### config.mk
export PLATFORM = sky130hd
export DESIGN_NAME = chaos_key_xor
export DESIGN_NICKNAME = d
export VERILOG_FILES = /design/src/rtl/chaos_key_xor.sv
export SDC_FILE = /design/constraint.sdc
export NUM_CORES = 1
export LEC_CHECK = 0
export BUFFER_PORTS_ARGS = -buffer_cell sky130_fd_sc_hd__buf_2
export CAP_MARGIN = 40
export CORE_ASPECT_RATIO = 1.1
export CORE_MARGIN = 2
export CORE_UTILIZATION = 32
export DETAILED_ROUTE_END_ITERATION = 12
export PLACE_DENSITY = 0.52
export SYNTH_ARGS = -nofsm -noshare
export SYNTH_HDL_FRONTEND = slang
export SYNTH_SLANG_ARGS = --single-unit
### constraint.sdc
create_clock -name clk -period 4.2 [get_ports clk]
set_input_delay 0.84 -clock clk [delete_from_list [all_inputs] [get_ports clk]]
set_output_delay 0.84 -clock clk [all_outputs]
set_load 0.02 [all_outputs]
### src/rtl/chaos_key_xor.sv
// chaos_key_xor: turns a stream of sawtooth-map float32 samples into 8-bit
// keys and XORs each key with one pixel. The same block encrypts and
// decrypts. Keys go through a one-cycle quantize stage into a small FIFO.
// The FIFO head pairs with the next accepted pixel. The result waits in a
// single output register until downstream takes it.
module chaos_key_xor #(
  parameter int PRECISION = 32,
  parameter int DEPTH     = 4
) (
  input  logic                 clk,
  input  logic                 reset_n,
  input  logic                 chaos_valid,
  input  logic [PRECISION-1:0] chaos_value,
  output logic                 chaos_ready,
  input  logic                 pix_valid,
  input  logic [7:0]           pix_in,
  output logic                 pix_ready,
  output logic                 out_valid,
  output logic [7:0]           out_data,
  input  logic                 out_ready,
  output logic                 err_sticky,
  output logic [31:0]          byte_cnt
);

  localparam int PtrW = (DEPTH > 1) ? $clog2(DEPTH) : 1;
  localparam int CntW = $clog2(DEPTH + 1);

  // Quantize stage
  logic             qValid_q, qValid_d;
  logic [7:0]       qKey_q, qKey_d;

  // Key FIFO
  logic [7:0]       mem_q [DEPTH];
  logic [PtrW-1:0]  rdPtr_q, rdPtr_d;
  logic [PtrW-1:0]  wrPtr_q, wrPtr_d;
  logic [CntW-1:0]  count_q, count_d;

  // Output register and status
  logic             outValid_q, outValid_d;
  logic [7:0]       outData_q, outData_d;
  logic             errSticky_q, errSticky_d;
  logic [31:0]      byteCnt_q, byteCnt_d;

  // Quantizer and handshake signals
  logic [7:0]       expField;
  logic [31:0]      mantExt;
  logic [31:0]      fixVal;
  logic [7:0]       chaosKey;
  logic             chaosOverRange;
  logic [CntW:0]    occupancy;
  logic             chaosFire;
  logic             pixFire;
  logic             outFire;

  // Scale the magnitude of the float by 2^32 and fold the 32-bit result
  // down to one key byte. The sign bit is ignored. Values of 1.0 or more,
  // including Inf and NaN, are flagged out of range.
  always_comb begin
    expField       = chaos_value[30:23];
    mantExt        = {8'h00, 1'b1, chaos_value[22:0]};
    fixVal         = '0;
    if (expField >= 8'd95 && expField <= 8'd117) begin
      fixVal = mantExt >> (8'd118 - expField);
    end else if (expField == 8'd118) begin
      fixVal = mantExt;
    end else if (expField >= 8'd119 && expField <= 8'd126) begin
      fixVal = mantExt << (expField - 8'd118);
    end
    chaosKey       = fixVal[31:24] ^ fixVal[23:16] ^ fixVal[15:8] ^ fixVal[7:0];
    chaosOverRange = (expField >= 8'd127);
  end

  // Compute the ready signals and handshakes. A key sitting in the quantize
  // stage counts as occupied space. A pop in the same cycle does not count
  // as freed space, which keeps chaos_ready off the pixel path.
  always_comb begin
    occupancy   = {1'b0, count_q} + (CntW + 1)'(qValid_q);
    chaos_ready = reset_n && (occupancy < (CntW + 1)'(DEPTH));
    pix_ready   = reset_n && (count_q != '0) && (!outValid_q || out_ready);
    chaosFire   = chaos_valid && chaos_ready;
    pixFire     = pix_valid && pix_ready;
    outFire     = outValid_q && out_ready;
  end

  // Compute next state for the quantize stage, FIFO pointers, output
  // register and counters.
  always_comb begin
    qValid_d    = chaosFire && !chaosOverRange;
    qKey_d      = chaosFire ? chaosKey : qKey_q;
    wrPtr_d     = qValid_q ? wrPtr_q + 1'b1 : wrPtr_q;
    rdPtr_d     = pixFire ? rdPtr_q + 1'b1 : rdPtr_q;
    count_d     = count_q + CntW'(qValid_q) - CntW'(pixFire);
    errSticky_d = errSticky_q || (chaosFire && chaosOverRange);
    outValid_d  = outValid_q;
    outData_d   = outData_q;
    if (pixFire) begin
      outValid_d = 1'b1;
      outData_d  = pix_in ^ mem_q[rdPtr_q];
    end else if (outFire) begin
      outValid_d = 1'b0;
    end
    byteCnt_d   = byteCnt_q + 32'(outFire);
  end

  // Write the key leaving the quantize stage into the FIFO storage.
  always_ff @(posedge clk or negedge reset_n) begin
    if (!reset_n) begin
      for (int i = 0; i < DEPTH; i++) begin
        mem_q[i] <= 8'h00;
      end
    end else if (qValid_q) begin
      mem_q[wrPtr_q] <= qKey_q;
    end
  end

  // Update the control and datapath registers. Reset drops any in-flight key
  // or output.
  always_ff @(posedge clk or negedge reset_n) begin
    if (!reset_n) begin
      qValid_q    <= 1'b0;
      qKey_q      <= 8'h00;
      rdPtr_q     <= '0;
      wrPtr_q     <= '0;
      count_q     <= '0;
      outValid_q  <= 1'b0;
      outData_q   <= 8'h00;
      errSticky_q <= 1'b0;
      byteCnt_q   <= 32'h0;
    end else begin
      qValid_q    <= qValid_d;
      qKey_q      <= qKey_d;
      rdPtr_q     <= rdPtr_d;
      wrPtr_q     <= wrPtr_d;
      count_q     <= count_d;
      outValid_q  <= outValid_d;
      outData_q   <= outData_d;
      errSticky_q <= errSticky_d;
      byteCnt_q   <= byteCnt_d;
    end
  end

  assign out_valid  = outValid_q;
  assign out_data   = outData_q;
  assign err_sticky = errSticky_q;
  assign byte_cnt   = byteCnt_q;

endmodule

==> results of run 1 <==
report_power, final:
part	switching, mW	internal, mW
clock network	0.320	0.475
logic	0.628	0.560
registers	0.196	1.07
total	1.14	2.11
cells in the final DEF (no fill, tap or decap), types with 4 or more instances in the layout:
master	n
o221ai_1	4
a31oi_1	9
o211ai_1	9
xnor2_1	51
a21oi_1	26
nor2b_1	7
nand2_1	70
or3_1	5
nor2_1	38
clkbuf_16	9
mux2_2	49
xor2_1	23
a22oi_1	7
o21a_1	4
and3_1	11
buf_2	86
inv_1	20
o31ai_1	5
buf_4	27
o21ai_0	37
nand3b_1	4
a211oi_1	8
mux2i_1	32
nand3_1	33
a32o_1	4
nor3_1	10
and4_1	6
mux4_2	44
nand2b_1	6
dfrtp_1	90
and2_1	7
nand4_1	7
nor4_1	7
ha_1	16
path summary, 6_finish.rpt:
kind	to	cells past startpoint	slack, ns	start
setup reg to reg	count_q[2]$_DFF_PN0_	9	1.57	count_q[1]$_DFF_PN0_
max in group asynchronous	mem_q[27]$_DFFE_PN0P_	3	2.94	reset_n
hold reg to reg	err_sticky$_DFF_PN0_	1	0.47	err_sticky$_DFF_PN0_
setup / recovery	qKey_q[5]$_DFFE_PN0P_	11	0.62	chaos_value[24]
min in group clk	err_sticky$_DFF_PN0_	1	0.47	err_sticky$_DFF_PN0_
hold / removal	byte_cnt[0]$_DFF_PN0_	1	0.35	reset_n
synthesized netlist by cell type, types with 10 or more instances:
library cell / instances / area (um2)
nand2_1: 70 / 263
nor3_1: 10 / 50.1
o21ai_0: 37 / 185
mux4_2: 44 / 991
dfrtp_1: 90 / 2250
mux2_2: 49 / 552
inv_1: 20 / 75.1
mux2i_1: 32 / 320
clkbuf_1: 25 / 93.8
ha_1: 16 / 200
xnor2_1: 51 / 447
xor2_1: 24 / 210
nor2_1: 38 / 143
and3_1: 11 / 68.8
a21oi_1: 26 / 130
buf_2: 19 / 95.1
nand3_1: 33 / 165
critical path, delay by kind of cell:
family | cells | cell delay, ns
mux | 3 | 1.15
compound gates | 4 | 1.03
buf+inv | 3 | 0.48
fa+ha+maj | 1 | 0.32
registers in the layout, indices dropped and copies added, names as in the netlist:
name	count
qValid_q	1
err_sticky	1
out_valid	1
rdPtr_q	2
byte_cnt	32
out_data	8
mem_q	32
wrPtr_q	2
count_q	3
qKey_q	8
metal layers:
| layer | wire (um) | share of wire (%) | vias to the layer above |
|---|---|---|---|
| met5 | 13 | 0.059 | - |
| met4 | 671 | 3.1 | 2 |
| met3 | 1580 | 7.2 | 58 |
| met2 | 10100 | 46 | 304 |
| met1 | 9500 | 43 | 3109 |
| li1 | - | - | 2990 |
layout make-up:
cell class,count,area [um2]
timing repair buffer,116,701
tap,300,375
multi-input combinational,597,4980
clock inverter,5,53.8
fill,2291,14300
inverter,20,75.1
sequential,90,2250
clock buffer,11,243
kinds of logic (layout without fill, tap and decap cells):
group,after synthesis,after routing,synth area share (%)
compound gates,153,153,13.9
xor+xnor,76,76,9.00
fa+ha+maj,17,17,2.92
buf+inv,74,152,4.39
flops,90,90,29.8
mux,126,126,24.9
simple gates,225,225,15.1
per-stage QoR:
step	power, mW	hold slack (ns)	worst slack [ns]
2_1_floorplan	2.10	0.474	0.147
3_3_place_gp	2.46	0.457	0.327
3_5_place_dp	2.47	0.457	0.301
4_1_cts	3.28	0.354	0.646
5_1_grt	3.48	0.358	0.480
6_report	3.25	0.355	0.621
==> impl_results.md, run 1 <==
* Arr. time, crit path at 3.83 ns
* Final period demand of the worst path at 3.58 ns
* Num CTS Buffers at 9
* Yosys Warn Count at 0
* Fraction of registers with async set/reset at between 90% and 100%
* Post-Syn Nets at 823
* Vias after detailed routing at 6463
* Peak supply drop at 0.212 mV
* Post-CTS Setup Inserts at 0
* Post-Layout Inst Area at ~8700 um2
* H-tree depth at 3
* Clk root buf: clkbuf_16
* Period utilization at 85.2%
* Non-filler cells, final at 1139
* Synthesized cell area at ~7600 um2
* Fin. max-slew vios at 0
* Final ANT Viol Nets at 0
* Nets at 896
* Worst-path clk slew at ~0.07 ns
* Leak Pwr at around 3.8 nW
* RSZ-0062 raised after global routing: false
* Worst setup EP type: register
* # setup viols final at 0
* Top FF cell, synth: dfrtp_1
* Count of cell types in the netlist at 74
* # hold bufs at CTS at 0
* Die Height at roughly 170 um
* Gr usage total at 17.7%
* CTS tree: done
* Area after DPL at 8380 um2
* Synthesized instance count at 761
* Drc violations at 0
* Site Rows at 58
* Skew-Pair Late Insertion Delay at 0.33 ns
* Drt first pass iters at 5
* Top Ports at 89
* Die area at ~25000 um2
* Die width at 150 um
* N_diodes at 0
* Cells along the critical path: buf_2 > inv_1 > ha_1 > buf_12 > mux2_2 > mux2_2 > mux4_2 > a211o_1 > a211o_1 > a31o_1 > a31oi_1
* Sequential fraction of the synthesis area at 29.8%
* Clock sinks at 90
* Remaining Overflow, GRT at 0
* Worst Tran Pin Value at ~0.75 ns
* Vias/cell at 5.67
* Setup TNS at 0 ns
* Max incr delay on CP at 0.49 ns
* DR iter-0 viols at 645
* Fmax at 279 MHz
* Initial Util at 32.8%
* Global-route wire length before repair at about 35000 um
* Final HPWL DP at 16200 um
* Routed Wire Length at 21900 um
* CTS resizes at 0
* Final core occ at 37.7%
* Pwr/cell area at 374 nW/um2
* Initial antenna violation count at 1
* Worst Path Max Fanout at 30
* Synthesized area per cell at 9.92 um2
* DP Cell Count at 1123
* Vias in the first global route at 6094
* Hold Crit Class: primary input to async pin
* Buffers on Ports at 87
* Final Skew at approximately 0.0075 ns
* P&R area growth vs syn at 15.0%
* Core Footprint at 23000 um2
* Global route hottest layer: met2
* WP data required at 4.45 ns
* Met3 GRT Util at 2.34%
* Grt met2 use at 29.2%
* Hold Vio Cnt, Final at 0
* M1 GR Usage at 24.3%
* Outcome: finished clean
* Max_slew headroom at 49.5%
* Clock Tree Buf Depth at 2
* Post-synthesis register bit count at 90
* Final GP Congestion at 0.986
* Largest net degree at the start of global routing at 59
* Slowest-stage cell, CP: mux4_2
* Layout cells sized above 1 at 28.1%
* Max cap viols at 0
* Setup crit start kind: primary input
* Critical path class: primary input to register
* WL/cell at 19.2 um
* Number of flops mapped to enable cells by yosys at 0
(Power assumes the default switching activity.)
==> inputs of run 2 (changes only) <==
--- a/config.mk
+++ b/config.mk
@@ -8,7 +8,7 @@
 export BUFFER_PORTS_ARGS = -buffer_cell sky130_fd_sc_hd__buf_2
 export CAP_MARGIN = 40
 export CORE_ASPECT_RATIO = 1.1
-export CORE_MARGIN = 2
+export CORE_MARGIN = 3
 export CORE_UTILIZATION = 32
 export DETAILED_ROUTE_END_ITERATION = 12
 export PLACE_DENSITY = 0.52
==> impl_results.md, run 2 (same netlist as run 1, synthesis figures left out) <==
* Most frequent cells in the layout: dfrtp_1, buf_2, nand2_1
* Remaining Overflow, GRT at 0 (unchanged)
* CTS tree: done
* Clock power frac at 23.1% (-1.4 points)
* Slowest-stage cell, CP: a2111oi_0
* # hold bufs at CTS at 0 (unchanged)
* Vias after detailed routing at 6453 (-0.15%)
* Final period demand of the worst path at 3.67 ns (+0.0886 ns)
* Combinational Power Share at 37.3% (+0.8 points)
* Period utilization at 87.3% (+2.1 points)
* CP most frequent cell: buf_4
* Hold Crit Class: primary input to async pin
* Final HPWL DP at 16500 um (+1.9%)
* Clock sinks at 90 (unchanged)
* H-tree depth at 3 (unchanged)
* Global-route wire length before repair at 35700 um (+2.9%)
* Arr. time, crit path at 3.86 ns (+0.03 ns)
* # setup viols final at 0 (unchanged)
* Non-filler cells, final at 1146 (+0.61%)
* Clk root buf: clkbuf_16
* Num CTS Buffers at 9 (unchanged)
* Max incr delay on CP at 0.71 ns (+0.22 ns)
* Leak Pwr at 3.78 nW (+0.49%)
* Switching share of power at 35.8% (+0.63 points)
* WL/cell at 19.3 um (+0.68%)
* WP data required at 4.40 ns (-0.05 ns)
* Die Height at 167 um (+1.2%)
* Layout cells sized above 1 at 28.6% (+0.48 points)
* Initial Util at 32.8% (unchanged)
* Final Skew at 0.00573 ns (-0.00177 ns)
* P&R area growth vs syn at 15.2%
* Initial antenna violation count at 1 (unchanged)
* Clock Tree Buf Depth at 2 (unchanged)
* Setup TNS at 0 ns (unchanged)
* Pwr/cell area at 367 nW/um2 (-1.9%)
* Metal2 WL at 10100 um (+0.28%)
* Largest net degree at the start of global routing at 61 (+3.4%)
* Reg2Reg Depth at 9 (unchanged)
* Fin. max-slew vios at 0 (unchanged)
* Max_slew headroom at 46.3% (-3.1 points)
* Met3 Wirelength at 1360 um (-13%)
* DR iter-0 viols at 534 (-17%)
* Fmax at 273 MHz (-2.4%)
* Gr usage total at 17.2% (-0.51 points)
* Max Used Layer: met5
* RSZ-0062 raised after global routing: false
* Hold Vio Cnt, Final at 0 (unchanged)
* Final GP Congestion at 0.961 (-2.5%)
* Die width at 152 um (+1.3%)
* Vias in the first global route at 6321 (+3.7%)
* CTS resizes at 0 (unchanged)
* Nets at 903 (+0.78%)
* Max cap viols at 0 (unchanged)
* Drc violations at 0 (unchanged)
* Peak supply drop at 0.198 mV (-6.4%)
* N_diodes at 0 (unchanged)
* Routed length on met1 at 9810 um (+3.3%)
* Critical path class: primary input to register
* Drt first pass iters at 5 (unchanged)
* Worst-path clk slew at 0.06 ns (about the same)
* Sequential share of power at 39.6% (+0.6 points)
* Top Ports at 89 (unchanged)
* Worst Path Max Fanout at 33 (+10%)
* FILL cells at 2353 (+2.7%)
* Vias/cell at 5.63 (-0.76%)
* Site Rows at 58 (unchanged)
* Setup crit start kind: primary input
* Sw Pwr at 1.14 mW (about the same)
* Cells along the critical path: buf_2 > buf_4 > buf_4 > mux4_2 > xor2_1 > nor2_1 > a2111oi_0 > o221ai_1 > a32o_1 > xnor2_1 > o21ai_0
* Post-CTS Setup Inserts at 0 (unchanged)
* Commonest non-fill, non-tap cell in the layout: dfrtp_1
* Outcome: finished clean
* Core Footprint at 23000 um2 (unchanged)
* Worst setup EP type: register
* Skew-Pair Late Insertion Delay at 0.33 ns (about the same)
* Die area at 25500 um2 (+2.6%)
* Routed Wire Length at 22100 um (+1.3%)
* Worst Tran Pin Value at 0.785 ns (+0.0324 ns)
* Final ANT Viol Nets at 0 (unchanged)
* Buffers on Ports at 87 (unchanged)
* P_int at 2.05 mW (-2.6%)
* DP Cell Count at 1130 (+0.62%)
==> run 2: cell count changes in the layout (fill, tap and decap cells not counted) <==
cell,delta
buf_12,-1
buf_4,+8
bufinv_16,-1
clkbuf_1,+1
clkinv_2,-1
clkinv_4,+1
==> run 2: metal layers <==
layer,track usage (%),vias up
met2,27.8,277
met3,2.79,57
li1,-,3007
met4,6.24,2
met5,0,-
met1,23.6,3110
==> run 2: critical path: cells and delay by family <==
kind	cells	cell delay [ns]
compound gates	4	1.29
buf+inv	3	0.73
mux	1	0.60
xor+xnor	2	0.34
simple gates	1	0.05
==> run 2: path summary, 6_finish.rpt <==
kind / from / to / slack (ns)
max in group asynchronous: reset_n / byte_cnt[17]$_DFF_PN0_ / 2.97
max reg2reg: count_q[1]$_DFF_PN0_ / count_q[2]$_DFF_PN0_ / 1.62
min: reset_n / byte_cnt[0]$_DFF_PN0_ / 0.35
min reg2reg: byte_cnt[31]$_DFF_PN0_ / byte_cnt[31]$_DFF_PN0_ / 0.47
min in group clk: byte_cnt[31]$_DFF_PN0_ / byte_cnt[31]$_DFF_PN0_ / 0.47
max: chaos_value[24] / qKey_q[1]$_DFFE_PN0P_ / 0.53
==> run 2: cell type report <==
type	count	area, um2	share of cell area, %
clock buffers	12	246	2.83
clock inverters	4	27.5	0.316
inverters	20	75.1	0.863
multi-input cells	597	4980	57.3
flip-flops and latches	90	2250	25.9
well taps	300	375	4.32
repair buffers	123	741	8.52
==> run 2: power groups by stage <==
| stage | combinational, mW | sequential, mW | clock, mW |
|---|---|---|---|
| 2_1_floorplan | 0.824 | 1.28 | 0 |
| 3_3_place_gp | 1.18 | 1.28 | 0 |
| 3_5_place_dp | 1.19 | 1.29 | 0 |
| 4_1_cts | 1.20 | 1.27 | 0.765 |
| 5_1_grt | 1.31 | 1.31 | 0.805 |
| 6_report | 1.19 | 1.27 | 0.737 |
==> run 2: per-stage QoR <==
step           hold WS [ns]  worst slack (ns)  instance area [um2]  utilization (%)  power, mW
4_1_cts               0.343             0.570                 8700             37.8       3.24
5_1_grt               0.347             0.294                 8700             37.8       3.42
3_3_place_gp          0.456             0.268                 8400             36.5       2.46
3_5_place_dp          0.459             0.232                 8420             36.6       2.48
2_1_floorplan         0.474             0.147                 7550                -       2.10
6_report              0.354             0.532                 8700             37.8       3.20
==> inputs of run 3 (changes only) <==
--- a/config.mk
+++ b/config.mk
@@ -11,6 +11,7 @@
 export CORE_MARGIN = 3
 export CORE_UTILIZATION = 32
 export DETAILED_ROUTE_END_ITERATION = 12
+export MAX_ROUTING_LAYER = met4
 export PLACE_DENSITY = 0.52
 export SYNTH_ARGS = -nofsm -noshare
 export SYNTH_HDL_FRONTEND = slang
==> impl_results.md, run 3 (same netlist as run 1, synthesis figures left out) <==
* Outcome: finished clean
* Pwr/cell area at 371 nW/um2 (+0.83%)
* Max cap viols at 0 (unchanged)
* Nets at 897 (-0.66%)
* Die area at 25500 um2 (unchanged)
* Skew-Pair Late Insertion Delay at 0.34 ns (about the same)
* Initial Util at 32.8% (unchanged)
* Leak Pwr at 3.75 nW (-0.94%)
* Drt first pass iters at 5 (unchanged)
* Hold Crit Class: primary input to async pin
* H-tree depth at 3 (unchanged)
* Setup crit start kind: primary input
* Peak supply drop at 0.183 mV (-7.5%)
* # hold bufs at CTS at 0 (unchanged)
* Final GP Congestion at 0.924 (-3.8%)
* Vias in the first global route at 6186 (-2.1%)
* Gr usage total at 17.7% (+0.42 points)
* Final ANT Viol Nets at 0 (unchanged)
* Reg-to-reg slack, setup at 1.62 ns (about the same)
* WP data required at 4.44 ns (+0.04 ns)
* Remaining Overflow, GRT at 0 (unchanged)
* Final period demand of the worst path at 3.55 ns (-0.115 ns)
* Final Skew at 0.00630 ns (+0.000567 ns)
* Routed Wire Length at 22200 um (+0.19%)
* Die width at 152 um (unchanged)
* Core Footprint at 23000 um2 (unchanged)
* Fin. max-slew vios at 0 (unchanged)
* RSZ-0062 raised after global routing: false
* Post-CTS Setup Inserts at 0 (unchanged)
* Period utilization at 84.6% (-2.7 points)
* Die Height at 167 um (unchanged)
* Setup TNS at 0 ns (unchanged)
* DR iter-0 viols at 565 (+5.8%)
* Hold Vio Cnt, Final at 0 (unchanged)
* Commonest non-fill, non-tap cell in the layout: dfrtp_1
* Largest net degree at the start of global routing at 44 (-28%)
* Clk root buf: clkbuf_16
* # setup viols final at 0 (unchanged)
* Buffers on Ports at 87 (unchanged)
* Layout cells sized above 1 at 28.3% (-0.27 points)
* Reg2Reg Depth at 9 (unchanged)
* Final HPWL DP at 16500 um (-0.10%)
* P&R area growth vs syn at 14.6%
* CTS tree: done
* Vias/cell at 5.67 (+0.76%)
* Clock Tree Buf Depth at 2 (unchanged)
* CTS resizes at 0 (unchanged)
* Critical path class: primary input to register
* Site Rows at 58 (unchanged)
* Top Ports at 89 (unchanged)
* Final core occ at 37.6% (-0.21 points)
* Global-route wire length before repair at 35300 um (-1.1%)
* FILL cells at 2345 (-0.34%)
* RR Startpoint: count_q[1]$_DFF_PN0_
* Initial antenna violation count at 0 (-1)
* Arr. time, crit path at 3.79 ns (-0.07 ns)
* Worst Tran Pin Value at 0.650 ns (-0.134 ns)
* Worst-path clk slew at 0.07 ns (about the same)
* Clock sinks at 90 (unchanged)
* Vias after detailed routing at 6468 (+0.23%)
* Fmax at 281 MHz (+3.2%)
* Max_slew headroom at 56.6% (+10 points)
* Num CTS Buffers at 9 (unchanged)
* Worst setup EP type: register
* Worst Path Max Fanout at 30 (-9.1%)
* WL/cell at 19.5 um (+0.72%)
* Reg2reg end: count_q[2]$_DFF_PN0_
* N_diodes at 0 (unchanged)
* Most frequent cells in the layout: dfrtp_1, buf_2, nand2_1
* Drc violations at 0 (unchanged)
## run 3: cell type report
cell class	instances	area, um2	area share, %
Sequential cell	90	2250	26.0
Clock inverter	7	53.8	0.622
Tap cell	300	375	4.34
Clock buffer	9	225	2.60
Multi-Input combinational cell	597	4980	57.6
Timing Repair Buffer	117	688	7.95
Inverter	20	75.1	0.868
## run 3: critical path, cell delays in order
cell,delay [ns]
buf_2,0.18
inv_1,0.09
ha_1,0.33
buf_12,0.21
mux2_2,0.40
mux2_2,0.31
mux2_2,0.28
a31oi_1,0.16
o22ai_1,0.11
xor2_1,0.23
a2111o_1,0.44
a31o_1,0.21
## run 3: metal layers
| metal | global-route usage [%] | routed length [um] | share of wire [%] | vias to the layer above |
|---|---|---|---|---|
| li1 | - | - | - | 3005 |
| met3 | 1.96 | 1460 | 6.6 | 64 |
| met2 | 27.8 | 10300 | 46 | 282 |
| met1 | 23.1 | 9500 | 43 | 3117 |
| met5 | - | 0 | 0 | - |
| met4 | 8.10 | 964 | 4.3 | 0 |
## run 3: where the power goes
group          total (mW)  leakage, nW  switching (mW)  internal [mW]
clock network       0.752        0.134           0.347          0.406
registers            1.27         1.19           0.199           1.07
logic                1.18         2.42           0.624          0.557
total                3.21         3.75            1.17           2.03
## run 3: worst max-delay path by stage
stage,start,end,slack (ns),depth (start not counted)
3_5_place_dp,chaos_value[23],qKey_q[2]$_DFFE_PN0P_,0.32,12
2_1_floorplan,chaos_value[23],qKey_q[2]$_DFFE_PN0P_,0.15,15
4_1_cts,chaos_value[23],qKey_q[2]$_DFFE_PN0P_,0.68,12
6_report,chaos_value[23],qKey_q[2]$_DFFE_PN0P_,0.65,12
5_1_grt,chaos_value[24],qKey_q[5]$_DFFE_PN0P_,0.48,11
3_3_place_gp,chaos_value[24],qKey_q[2]$_DFFE_PN0P_,0.34,12
## run 3: metrics by stage
| step | setup slack (ns) | cells | hold slack [ns] | instance area, um2 | power, mW |
|---|---|---|---|---|---|
| floorplan | 0.147 | 761 | 0.474 | 7550 | 2.10 |
| global placement | 0.344 | 1123 | 0.457 | 8350 | 2.46 |
| detailed placement | 0.318 | 1124 | 0.462 | 8370 | 2.48 |
| CTS | 0.675 | 1140 | 0.335 | 8650 | 3.24 |
| global route | 0.480 | 1140 | 0.343 | 8650 | 3.43 |
| finish | 0.648 | 1140 | 0.338 | 8650 | 3.21 |
